--- config.mk ---
export PLATFORM = sky130hd
export DESIGN_NAME = pc_fetch_unit
export DESIGN_NICKNAME = d
export VERILOG_FILES = /design/src/rtl/pc_fetch_unit.sv
export SDC_FILE = /design/constraint.sdc
export NUM_CORES = 1
export LEC_CHECK = 0
export ABC_CLOCK_PERIOD_IN_PS = 2200
export BUFFER_PORTS_ARGS = -buffer_cell sky130_fd_sc_hd__clkbuf_2
export CORE_AREA = 2 2 114 116
export CTS_BUF_LIST = sky130_fd_sc_hd__clkbuf_8
export DETAILED_ROUTE_END_ITERATION = 16
export DIE_AREA = 0 0 116 118
export PLACE_DENSITY = 0.71
export SLEW_MARGIN = 20
export SYNTH_ARGS = -nofsm -noshare
export SYNTH_HDL_FRONTEND = slang
export SYNTH_SLANG_ARGS = --single-unit
export TNS_END_PERCENT = 1
--- constraint.sdc ---
create_clock -name i_clk -period 2.2 [get_ports i_clk]
set_input_delay 0.22 -clock i_clk [delete_from_list [all_inputs] [get_ports i_clk]]
set_output_delay 0.22 -clock i_clk [all_outputs]
set_load 0.02 [all_outputs]
--- src/rtl/pc_fetch_unit.sv ---
// rtl/pc_fetch_unit.sv - IF-stage program counter and instruction fetch sequencer
module pc_fetch_unit #(
    parameter int                ADDR_W    = 32,
    parameter int                DATA_W    = 32,
    parameter logic [ADDR_W-1:0] RESET_PC  = 32'h00000000,
    parameter logic [DATA_W-1:0] HALT_WORD = 32'hFFFFFFFF
) (
    input  logic              i_clk,
    input  logic              i_rst_n,
    input  logic              i_enable,
    input  logic              i_stall,
    input  logic              i_branch_taken,
    input  logic [ADDR_W-1:0] i_branch_target,
    input  logic              i_jump,
    input  logic [ADDR_W-1:0] i_jump_target,
    input  logic [ADDR_W-1:0] i_adder_result,
    output logic [ADDR_W-1:0] o_adder_in,
    output logic [ADDR_W-1:0] o_pc,
    output logic [ADDR_W-1:0] o_imem_addr,
    output logic              o_imem_req,
    input  logic              i_imem_ack,
    input  logic [DATA_W-1:0] i_instr,
    output logic [DATA_W-1:0] o_instr,
    output logic [ADDR_W-1:0] o_pc_plus4,
    output logic              o_instr_valid,
    output logic              o_halted
);

    typedef enum logic [1:0] {
        IDLE   = 2'd0,
        FETCH  = 2'd1,
        HALTED = 2'd2
    } state_t;

    state_t            state;
    logic              hold;
    logic              redirect;
    logic              accept;
    logic [ADDR_W-1:0] target;
    logic [ADDR_W-1:0] redirect_pc;

    assign hold        = ~i_enable | i_stall;
    assign redirect    = i_jump | i_branch_taken;
    assign target      = i_jump ? i_jump_target : i_branch_target;
    // Targets are word-aligned; low two bits are dropped.
    assign redirect_pc = target & ~{{(ADDR_W-2){1'b0}}, 2'b11};
    assign accept      = i_imem_ack & ~hold & ~redirect;

    // Request is combinational off state so it falls with the async reset.
    assign o_imem_req  = (state == FETCH) & ~hold;
    assign o_adder_in  = o_pc;
    assign o_imem_addr = o_pc;

    always_ff @(posedge i_clk or negedge i_rst_n) begin
        if (!i_rst_n) begin
            state         <= IDLE;
            o_pc          <= RESET_PC;
            o_instr       <= '0;
            o_pc_plus4    <= '0;
            o_instr_valid <= 1'b0;
            o_halted      <= 1'b0;
        end else begin
            o_instr_valid <= 1'b0;
            case (state)
                IDLE: begin
                    if (i_enable) begin
                        state <= FETCH;
                    end
                end
                FETCH: begin
                    if (redirect) begin
                        o_pc <= redirect_pc;
                    end else if (accept) begin
                        o_instr       <= i_instr;
                        o_pc_plus4    <= i_adder_result;
                        o_instr_valid <= 1'b1;
                        // HALT still pulses valid so it travels down the pipe.
                        if (i_instr == HALT_WORD) begin
                            state    <= HALTED;
                            o_halted <= 1'b1;
                        end else begin
                            o_pc <= i_adder_result;
                        end
                    end
                end
                HALTED: begin
                    o_halted <= 1'b1;
                end
                default: begin
                    state <= IDLE;
                end
            endcase
        end
    end

endmodule

**Yosys cells after proc, flatten, opt, wreduce, memory -nomap -nowiden**

Cells that the tools add are included.

- Bits in registers: 100
- Input port bits: 135
- Output and inout port bits: 163

- Eq/ne operators: 8
- Bitwise operators: 9
- Muxes and demuxes: 16
- Reduce and logical (&&, ||, !) cells: 7

Operators with widths:

| cell | number |
|---|---|
| $mux 32 | 4 |
| $eq 32x32->1 const B | 1 |
| $mux 2 | 4 |
| $ne 2x2->1 const B | 4 |
| $mux 1 | 6 |
| $pmux 2 s3 | 1 |
| $reduce_and 3->1 | 2 |
| $reduce_and 5->1 | 1 |
| $not 1->1 | 4 |
| $reduce_and 4->1 | 1 |
| $reduce_bool 2->1 | 2 |
| $and 1x1->1 | 3 |
| $eq 2x1->1 const B | 1 |
| $eq 2x2->1 const B | 1 |
| $logic_not 2->1 | 1 |
| $ne 2x1->1 const B | 1 |
| $or 1x1->1 | 2 |
| $pmux 1 s2 | 1 |

**Depth between registers and ports, before layout**

- Depth in word-level cells: 8
- Gate-level depth with buffers: 8
- Mapped depth without buffers: 6

**Worst setup path before layout**

Ideal clock, no wire load.

- Kind: input to register
- Start: input port i_instr[15]
- End: register o_pc[29] (netlist: o_adder_in[29])
- Path slack: 0.516 ns
- Stages: 6
- Arrival: 1.559 ns
- Cell sequence: nand4_1 -> nor4_2 -> a21oi_1 -> o31ai_4 -> buf_6 -> mux2_2

- Cells in the longest elaborated chain, start to end: 3

Ends and longest elaborated chain:

| element | RTL line | text |
|---|---|---|
| start: declaration | 22 | `input logic [DATA_W-1:0] i_instr,` |
| $eq 32x32->1 | 78 | `if (i_instr == HALT_WORD) begin` |
| $ne 2x2->1 (no line) | - |  |
| $reduce_and 3->1 (no line) | - |  |
| end signal: assignment | 72 | `o_pc <= redirect_pc;` |
| end signal: assignment | 82 | `o_pc <= i_adder_result;` |
| end: declaration | 18 | `output logic [ADDR_W-1:0] o_pc,` |

No other way between the ends.
A chain may end at the register's enable or synchronous reset.

**Worst setup path after layout**

- Start: input port i_instr[15]
- End: register o_pc[11] (netlist: o_adder_in[11])

Same word-level chain as after synthesis.

==> flow_summary.json <==
{
  "synthCells": 531,
  "post_drt_wl_per_cell_um": 14.4,
  "power_density_nw_per_um2": 534,
  "yosys_warnings": 0,
  "dp_hpwl_mm": 10.4,
  "nFillCells": 1215,
  "routed_wl_mm": 13.5,
  "rsz0062_at_grt": "false",
  "cp-start-kind": "primary input",
  "grt_first_pass_wirelength_mm": 21.0,
  "gr-usage-met2": 0.337,
  "port_buffers": 293,
  "hold_class": "primary input to register",
  "insertion_delay_ns": 0.36,
  "slew_headroom": 0.617,
  "ys_seq_area_frac": 0.507,
  "p_leak_nw": 3.93,
  "swShare": 0.226,
  "synth_compound_area_frac": 0.0434,
  "cts_resized": 0,
  "cp.depth": 7,
  "worstPathRequired_ns": 2.45,
  "reg2reg_slack_ns": 0.65,
  "slew_violations": 0,
  "synth_cell_types": 24,
  "cts_buffer_depth": 2,
  "layout.nets": 892,
  "p_sw_mw": 0.772,
  "rows": 41,
  "seq_power_share": 0.539,
  "drt.antenna.violating_nets": 0,
  "endpoint": "o_adder_in[11]$_DFFE_PN0P_",
  "maxCapViolations": 0,
  "top_usage_layer": "met2",
  "die_x_um": 116,
  "end_kind": "register",
  "synth_top_family_by_area": "simple AND/OR/NAND/NOR gates",
  "crit_chain": "clkbuf_2, nand4_1, nor4_2, a21oi_1, o31ai_4, buf_12, mux2_2",
  "grt_antenna_before_repair": 0,
  "cp_slowest_cell": "nor4_2",
  "die_area_um2": 13700,
  "core_region_area_um2": 12400,
  "via_per_inst": 4.62,
  "reg2regPathDepth": 6,
  "hold_violations": 0,
  "initial_core_util": 0.397,
  "holdBufCountCts": 1,
  "synth.avg_cell_area_um2": 9.29,
  "clock_sinks": 100,
  "grt_start_max_net_pins": 46,
  "clk_pin_slew_ns": 0.10,
  "worst-path-buf-inv": 2,
  "vias": 4312,
  "crit_family": "simple AND/OR/NAND/NOR gates",
  "finalSetupViolations": 0,
  "area_delta_synth_final_pct": 29.4,
  "syn-cell-area_um2": 4930,
  "critPathKind": "primary input to register",
  "drt_iter0_drc": 188,
  "path_max_fanout": 20,
  "status": "finished, final reports clean",
  "timing.rr.end": "o_pc_plus4[20]$_DFFE_PN0P_",
  "muxShareOfSynthArea": 0.129,
  "grt_use_met3": 0.0458,
  "firstDrtPassIters": 4,
  "ir_drop_mv": 0.270,
  "root_buffer": "clkbuf_8",
  "post_cts_buffers": 0,
  "internal-power_mw": 2.64,
  "fmax_mhz": 615,
  "drc": 0,
  "cts_tree": "done",
  "synth-seq-cells": 100,
  "cp.arrival_ns": 1.87,
  "cts-buffers-inserted": 9,
  "yosys.area_share.simple": 0.194,
  "final_common_cell": "clkbuf_2",
  "grtUsageTotal": 0.196,
  "r2r_start": "state[0]$_DFFE_PN0P_",
  "synth_xor_area_frac": 0,
  "fin_skew_ns": 0.00900,
  "diodes": 0,
  "synth_nets": 666,
  "finalPower_mw": 3.41,
  "crit_start": "i_instr[15]",
  "drive_gt1_frac": 0.463,
  "die_h_um": 118,
  "synth-adder-area-share": 0,
  "combPwrFrac": 0.085,
  "htree_levels": 3,
  "setup_tns_ns": 0,
  "ioPinCount": 298,
  "fin_crit_ns": 1.63,
  "grt_overflow": 0,
  "final_cell_mix": "292 x clkbuf_2, 225 x nand2_1, 100 x dfrtp_1",
  "gp_congestion": 0.819,
  "grt_use_met1": 0.242,
  "critical_path.max_stage_delay_ns": 0.39,
  "grt_pass1_vias": 4121,
  "finalCritPeriodShare": 0.739,
  "clock_power_share": 0.376,
  "worst_slew_pin_slew_ns": 0.575
}
-- cells in the mapped netlist, drive strengths merged --
library cell / count / area [um2]
mux2i: 30 / 300
o221a: 1 / 11.3
mux2: 30 / 338
a32o: 2 / 20.0
nand3b: 1 / 7.51
o21ai: 30 / 150
inv: 2 / 7.51
o31ai: 1 / 21.3
nor3: 1 / 5.00
or2: 1 / 6.26
nand2: 226 / 848
buf: 74 / 546
nor3b: 1 / 7.51
dfrtp: 100 / 2500
nor4: 2 / 25.0
clkbuf: 18 / 67.6
o22ai: 1 / 6.26
nand4: 8 / 50.1
a21oi: 1 / 5.00
nor2b: 1 / 6.26
-- worst min-delay path, stage by stage --
cell and delay [ns]:
clkbuf_2 0.09, nand2_1 0.04, nand2_1 0.05
-- power by group through the flow --
stage          clock, mW  combinational, mW  sequential [mW]
2_1_floorplan          0             0.0927             1.87
3_3_place_gp           0              0.291             1.87
3_5_place_dp           0              0.293             1.87
4_1_cts             1.33              0.296             1.84
5_1_grt             1.41              0.327             1.84
6_report            1.28              0.290             1.84
-- final cells by class --
cell class              instances  area, um2  area share
clock buffers                  10        138      0.0216
clock inverters                 6       80.1      0.0126
inverters                       2       7.51     0.00118
multi-input cells             337       1810       0.284
flip-flops and latches        100       2500       0.392
well taps                     172        215      0.0337
repair buffers                307       1630       0.255
-- sequential cells by signal (all words and copies together) (netlist names) --
name	count
o_adder_in	32
state	2
o_halted	1
o_pc_plus4	32
o_instr	32
o_instr_valid	1
-- logic make-up (layout without fill, tap and decap cells) --
group                  count (synthesis)  in the layout
and+or+nand+nor                      241            241
DFF                                  100            100
buffers and inverters                 94            325
muxes                                 60             60
AOI/OAI and AO/OA                     36             36
-- per-layer routing --
layer / part of all wire / up-vias / wire [um]
li1: - / 2097 / -
met4: 0.016 / 0 / 217
met1: 0.41 / 2014 / 5520
met2: 0.50 / 185 / 6680
met3: 0.077 / 16 / 1030
met5: 0 / - / 0
-- worst min path at each step --
stage / start / end / slack [ns] / depth (start not counted)
after floorplan: i_rst_n / o_adder_in[0]$_DFFE_PN0P_ / -0.08 / 0
after global placement: i_rst_n / o_adder_in[28]$_DFFE_PN0P_ / 0.26 / 1
after detailed placement: i_rst_n / o_adder_in[28]$_DFFE_PN0P_ / 0.26 / 1
after CTS: i_instr[28] / o_instr[28]$_DFFE_PN0P_ / 0.03 / 3
after global routing: i_adder_result[6] / o_pc_plus4[6]$_DFFE_PN0P_ / 0.04 / 3
final: i_instr[28] / o_instr[28]$_DFFE_PN0P_ / 0.06 / 3
-- stage by stage --
stage	cell area (um2)	util	hold WS [ns]	std cells	setup WS (ns)
3_3_place_gp	6150	0.496	0.259	917	0.193
4_1_cts	6380	0.514	0.0330	934	0.580
5_1_grt	6380	0.514	0.0428	934	0.502
3_5_place_dp	6150	0.496	0.260	917	0.183
6_report	6380	0.514	0.0575	934	0.574
2_1_floorplan	4930	-	-0.0756	531	0.516
Power figures use the tool's default switching activity.
